**src/rtl/carry_select_subtractor_pipe.sv**
```systemverilog
// Two-stage pipelined subtractor (diff = a - b - borrow_in). Stage 1 precomputes
// per-block differences for both incoming borrows; stage 2 ripples the block borrow and selects.
module carry_select_subtractor_pipe #(
    parameter int W   = 64,
    parameter int BLK = 8
) (
    input  logic         clock,
    input  logic         reset,
    input  logic         in_valid,
    output logic         in_ready,
    input  logic [W-1:0] a,
    input  logic [W-1:0] b,
    input  logic         borrow_in,
    output logic         out_valid,
    input  logic         out_ready,
    output logic [W-1:0] diff,
    output logic         borrow_out,
    output logic         ovf
);

    localparam int NB = W / BLK;

    // Valid/ready: a transfer happens on a rising edge where valid & ready are both high.
    // A stage advances when its downstream slot is empty or being drained this cycle, so
    // in_ready never depends on in_valid and valid never depends combinationally on ready.
    logic s2_en;
    logic s1_en;

    // Per-block precomputed differences (bit BLK of each sum is the block borrow)
    logic [NB-1:0][BLK:0]   sub0_c;
    logic [NB-1:0][BLK:0]   sub1_c;
    logic [NB-1:0][BLK-1:0] d0_c;
    logic [NB-1:0][BLK-1:0] d1_c;
    logic [NB-1:0]          bo0_c;
    logic [NB-1:0]          bo1_c;

    // Stage 1 registers
    logic                   s1_valid_q;
    logic [NB-1:0][BLK-1:0] s1_d0_q;
    logic [NB-1:0][BLK-1:0] s1_d1_q;
    logic [NB-1:0]          s1_bo0_q;
    logic [NB-1:0]          s1_bo1_q;
    logic                   s1_amsb_q;
    logic                   s1_bmsb_q;
    logic                   s1_bin_q;

    // Stage 2 registers and their next-state values
    logic                   s2_valid_q;
    logic [W-1:0]           diff_q;
    logic [W-1:0]           diff_d;
    logic                   borrow_q;
    logic                   borrow_d;
    logic                   ovf_q;
    logic                   ovf_d;
    logic                   br_c;

    assign s2_en    = !s2_valid_q || out_ready;
    assign s1_en    = !s1_valid_q || s2_en;
    assign in_ready = s1_en;

    for (genvar k = 0; k < NB; k++) begin : g_blk
        assign sub0_c[k] = {1'b0, a[k*BLK +: BLK]} - {1'b0, b[k*BLK +: BLK]};
        assign sub1_c[k] = sub0_c[k] - {{BLK{1'b0}}, 1'b1};
        assign d0_c[k]   = sub0_c[k][BLK-1:0];
        assign d1_c[k]   = sub1_c[k][BLK-1:0];
        assign bo0_c[k]  = sub0_c[k][BLK];
        assign bo1_c[k]  = sub1_c[k][BLK];
    end

    always_ff @(posedge clock or posedge reset) begin
        if (reset) begin
            s1_valid_q <= 1'b0;
            s1_d0_q    <= '0;
            s1_d1_q    <= '0;
            s1_bo0_q   <= '0;
            s1_bo1_q   <= '0;
            s1_amsb_q  <= 1'b0;
            s1_bmsb_q  <= 1'b0;
            s1_bin_q   <= 1'b0;
        end else if (s1_en) begin
            s1_valid_q <= in_valid;
            if (in_valid) begin
                s1_d0_q   <= d0_c;
                s1_d1_q   <= d1_c;
                s1_bo0_q  <= bo0_c;
                s1_bo1_q  <= bo1_c;
                s1_amsb_q <= a[W-1];
                s1_bmsb_q <= b[W-1];
                s1_bin_q  <= borrow_in;
            end
        end
    end

    // Block borrow chain: each block's incoming borrow picks its difference and outgoing borrow
    always_comb begin
        br_c   = s1_bin_q;
        diff_d = '0;
        for (int k = 0; k < NB; k++) begin
            diff_d[k*BLK +: BLK] = br_c ? s1_d1_q[k] : s1_d0_q[k];
            br_c                 = br_c ? s1_bo1_q[k] : s1_bo0_q[k];
        end
        borrow_d = br_c;
        ovf_d    = (s1_amsb_q != s1_bmsb_q) && (diff_d[W-1] != s1_amsb_q);
    end

    always_ff @(posedge clock or posedge reset) begin
        if (reset) begin
            s2_valid_q <= 1'b0;
            diff_q     <= '0;
            borrow_q   <= 1'b0;
            ovf_q      <= 1'b0;
        end else if (s2_en) begin
            s2_valid_q <= s1_valid_q;
            if (s1_valid_q) begin
                diff_q   <= diff_d;
                borrow_q <= borrow_d;
                ovf_q    <= ovf_d;
            end
        end
    end

    assign out_valid  = s2_valid_q;
    assign diff       = diff_q;
    assign borrow_out = borrow_q;
    assign ovf        = ovf_q;

endmodule

```
**config.mk**
```make
export PLATFORM = sky130hd
export DESIGN_NAME = carry_select_subtractor_pipe
export DESIGN_NICKNAME = d
export VERILOG_FILES = /design/src/rtl/carry_select_subtractor_pipe.sv
export SDC_FILE = /design/constraint.sdc
export NUM_CORES = 1
export LEC_CHECK = 0
export BUFFER_PORTS_ARGS = -buffer_cell sky130_fd_sc_hd__clkbuf_2
export CORE_UTILIZATION = 60
export CTS_BUF_LIST = sky130_fd_sc_hd__clkbuf_2 sky130_fd_sc_hd__clkbuf_4 sky130_fd_sc_hd__clkbuf_8
export DETAILED_ROUTE_END_ITERATION = 7
export PLACE_DENSITY = 0.84
export SKIP_CTS_REPAIR_TIMING = 1
export SLEW_MARGIN = 40
export SYNTH_ARGS = -nofsm -noshare
export SYNTH_HDL_FRONTEND = slang
export SYNTH_SLANG_ARGS = --single-unit
```
**constraint.sdc**
```tcl
create_clock -name clock -period 11.2 [get_ports clock]
set_input_delay 2.24 -clock clock [delete_from_list [all_inputs] [get_ports clock]]
set_output_delay 2.24 -clock clock [all_outputs]
set_load 0.02 [all_outputs]
```
Word-level counts from Yosys, hierarchy flattened
Cells that the tools add are included.
{"block": "word_totals", "register_bits": 215, "inputBits": 133, "out_inout_bits": 68, "elab_cells": 67}
{"block": "op_classes", "addsub": 16, "n_eq_ne": 2, "n_mux": 16, "reduce_logical": 7}
{"cell": "$sub A8 B8 Y9", "count": 8}
{"cell": "$sub A9 B1 Y9 const B", "count": 8}
{"cell": "$mux W8", "count": 8}
{"cell": "$mux W1", "count": 8}
{"cell": "$reduce_and A2 Y1", "count": 2}
{"cell": "$logic_not A1 Y1", "count": 2}
{"cell": "$logic_or A1 B1 Y1", "count": 2}
{"cell": "$ne A1 B1 Y1", "count": 2}
{"cell": "$logic_and A1 B1 Y1", "count": 1}

Longest topological paths before layout
{"block": "depth", "ltp_word": 10, "depth_mapped": 12, "depth_no_buf": 12}

Worst setup path after synthesis
OpenSTA, ideal clock, no wires.
{"block": "synth_timing", "path_kind": "input-to-output", "start": "in out_ready", "end": "out in_ready", "arrival_ns": 2.533, "required_time_ns": 8.960, "path_slack_ns": 6.427, "path_stages": 1, "path_buffers": 0, "cell_sequence": "nand3b_1"}
{"block": "synth_via", "elab_chain_len": 2}
{"item": "start: declaration", "line_no": "15", "source": "input logic out_ready,"}
{"item": "$logic_or A1 B1 Y1", "line_no": "57", "source": "assign s2_en = !s2_valid_q || out_ready;"}
{"item": "$logic_or A1 B1 Y1", "line_no": "58", "source": "assign s1_en = !s1_valid_q || s2_en;"}
{"item": "end: declaration", "line_no": "10", "source": "output logic in_ready,"}
Every way passes these cells.

Final worst setup path
Ends and elaborated chain as after synthesis.

==> metrics.md <==
| Metric | Value |
|---|---|
| Endpoints failing setup | `0` |
| Initial antenna violation count | `0` |
| Die area | `20,790 um^2` |
| Via density | `5.417` |
| Most frequent cells in the layout | `nand2_1 (273), dfrtp_1 (215), clkbuf_2 (200)` |
| Max FO, Critical Path | `4` |
| Pins Over Slew Limit | `0` |
| Max Clock Skew | `0.008447 ns` |
| Crit path DAT | `around 2.9 ns` |
| Core area | `19,650 um^2` |
| Largest stage delay on the critical path | `0.29 ns` |
| CTS max path bufs | `3` |
| Post-route cell area | `14,100 um^2` |
| Post-DP Area | `between 10,000 and 15,000 um^2` |
| Hpwl dp | `roughly 17 mm` |
| CTS sink cnt | `roughly 220` |
| CP delay by family, top | `buffers and inverters` |
| Status | `finished, final reports clean` |
| Rows | `51` |
| Largest net degree at the start of global routing | `155` |
| CP Launch Point | `out_ready` |
| Slowest stage cell on the critical path | `nand3b_1` |
| Mapped cell area | `12,130 um^2` |
| Most common flop cell mapped by yosys | `dfrtp_1` |
| Largest area contributor in the synthesized netlist | `dfrtp_1` |
| RSZ-0062 raised after global routing | `no` |
| Power per cell area | `186.0 nW/um^2` |
| Worst path cell trace | `clkbuf_2, nand3b_1, clkbuf_2` |
| Post-Syn Area per Cell | `~9.1 um^2` |
| Fraction of registers with async set or reset after synthesis | `1.000` |
| CP most frequent cell | `clkbuf_2` |
| Register area share after synthesis | `0.4435` |
| Area grow syn2layout | `16.20%` |
| Crit path launch type | `input port` |
| GP Congestion | `0.8728` |
| Remaining global-route overflow | `0` |
| First-pass GRT wire length | `42.17 mm` |
| Reg2reg start | `s1_bin_q` |
| Tot GR Track Use | `0.2514` |
| Via Count | `9,805` |
| Leak | `approximately 7.2 nW` |
| Most common cell after layout, fill and taps aside | `nand2_1` |
| DRC errors left | `0` |
| TritonCTS Buffers | `36` |
| Final WS setup | `6.103 ns` |
| Ports | `201` |
| Root Buffer | `clkbuf_8` |
| Fmax | `196.2 MHz` |
| Setup TNS | `0 ns` |
| Synth Net Count | `1,539` |
| Minimum clock period | `5.097 ns` |
| Max_cap viols | `0` |
| Setup WS pre-CTS | `6.189 ns` |
| Hold path start | `s1_d1_q[8]` |
| Share of cells above drive strength 1 | `0.1883` |
| Ys Warns | `0` |
| N_diodes | `0` |
| Crit path kind | `input port to output pin` |
| Number of nets with antenna violations after routing | `0` |
| Number of synthesized flops with an enable pin | `0` |
| Worst-Margin Slew | `0.7159 ns` |
| Vias in the first global route | `9,480` |
| Final Util | `0.7173` |
| Critical path buffer and inverter count | `2` |
| Drt wl/cell | `approximately 14 um` |
| Total Wirelength | `around 25 mm` |
| Worst Hold Margin | `0.4722 ns` |
| DRT Pass-1 Iters | `4` |
| Final worst-path cycle share | `0.4551` |
| Die Span Y | `about 140 um` |
| Clk_lat worst skew | `roughly 0.5 ns` |
| DR iter-0 viols | `411` |
| Starting Density | `0.6173` |
| H-tree lvl count | `2` |
| Die extent in x | `144.2 um` |
| PortBufs | `200` |
| Top-area cell type share of the netlist area | `0.4435` |
| Maximum vdd drop | `between 80 and 90 uV` |
| Crit path capture type | `output pin` |
| Fillers | `1,541` |
| Clock slew at reported path FFs | `0.06 ns` |
| Nets | `about 1,700` |
| Mapped Cells | `1,326` |
| Final hold viol count | `0` |
| Worst slew margin | `0.5133` |
| Synth unique cells | `slightly above 60` |
| Flops & latches, synth | `approximately 220` |
| Worst Hold Class | `flop to flop` |
| TritonCTS clock tree | `built` |
| Worst path required time | `8.96 ns` |
| Largest cells by area after synthesis | `dfrtp_1 (44%), nand2_1 (8.5%), ha_1 (7.9%), o21ai_0 (6.8%), mux2i_1 (5.4%)` |
==> area by class of cell <==
type	instances	area [um^2]	area share
clock buffers	57	715.7	0.05077
clock inverters	4	20.02	0.001420
inverters	83	327.8	0.02325
well taps	265	331.6	0.02352
flip-flops and latches	215	5380	0.3816
multi-input cells	979	6257	0.4439
repair buffers	207	1065	0.07553
==> state kept, by name, indices dropped and copies added, names as in the netlist <==
register and count:
borrow_out 1, diff 64, out_valid 1, ovf 1, s1_amsb_q 1, s1_bin_q 1
s1_bmsb_q 1, s1_bo0_q 8, s1_bo1_q 8, s1_d0_q 64, s1_d1_q 64, s1_valid_q 1
==> Yosys cell counts, drive strengths merged (8+ instances only) <==
library cell    n
nand2         276
a31oi          16
inv            83
a211oi         12
ha             77
nor2b          12
o31ai          12
nor2           51
a21o            8
xnor2          32
or3            27
nor3           20
o21ai         174
clkbuf         43
o211ai          9
nand3          16
dfrtp         215
o211a           8
o21a           27
a21oi          25
and2           12
mux2i          69
nor3b           8
xor2           20
==> stage by stage <==
stage | total power, mW | std cells
6_report | 2.622 | 1810
5_1_grt | 2.801 | 1810
4_1_cts | 2.645 | 1810
3_3_place_gp | 1.902 | 1749
3_5_place_dp | 1.937 | 1749
2_1_floorplan | 1.684 | 1326
==> worst min-delay path, cell delays in order, from the launching register on <==
cell	delay (ns)
dfrtp_1	0.34
nand2_1	0.05
nand2_1	0.05
==> path summary, 6_finish.rpt <==
kind	depth (start not counted)	slack, ns	end
min in group asynchronous	2	1.86	diff[25]
worst max-delay path	3	6.10	in_ready
worst min-delay path	2	0.47	s1_d1_q[8]
max in group asynchronous	3	8.29	diff[3]
worst max register to register	9	7.49	diff[55]
worst min register to register	2	0.47	s1_d1_q[8]
==> logic make-up (layout without fill, tap and decap cells) <==
group | after synthesis | in the layout | share of synthesized area
buf+inv | 132 | 351 | 0.04280
compound gates | 318 | 318 | 0.1588
flops | 215 | 215 | 0.4435
fa+ha+maj | 80 | 80 | 0.08436
simple gates | 459 | 459 | 0.1728
xor+xnor | 52 | 52 | 0.03754
mux | 70 | 70 | 0.06023
==> report_power, final <==
part           internal [mW]  switching [mW]  leakage (nW)
registers              0.975           0.124          2.60
logic                  0.328           0.496          4.16
clock network          0.403           0.296         0.397
==> routing by layer <==
metal  GRT usage  wire length, um  vias to the layer above
li1            -                -                     4967
met1      0.3257            10950                     4589
met2      0.4330            12380                      206
met3     0.03344              929                       43
met4     0.08753              549                        0
met5           0                0                        -
Note: power is estimated with default switching activity, not from simulation.
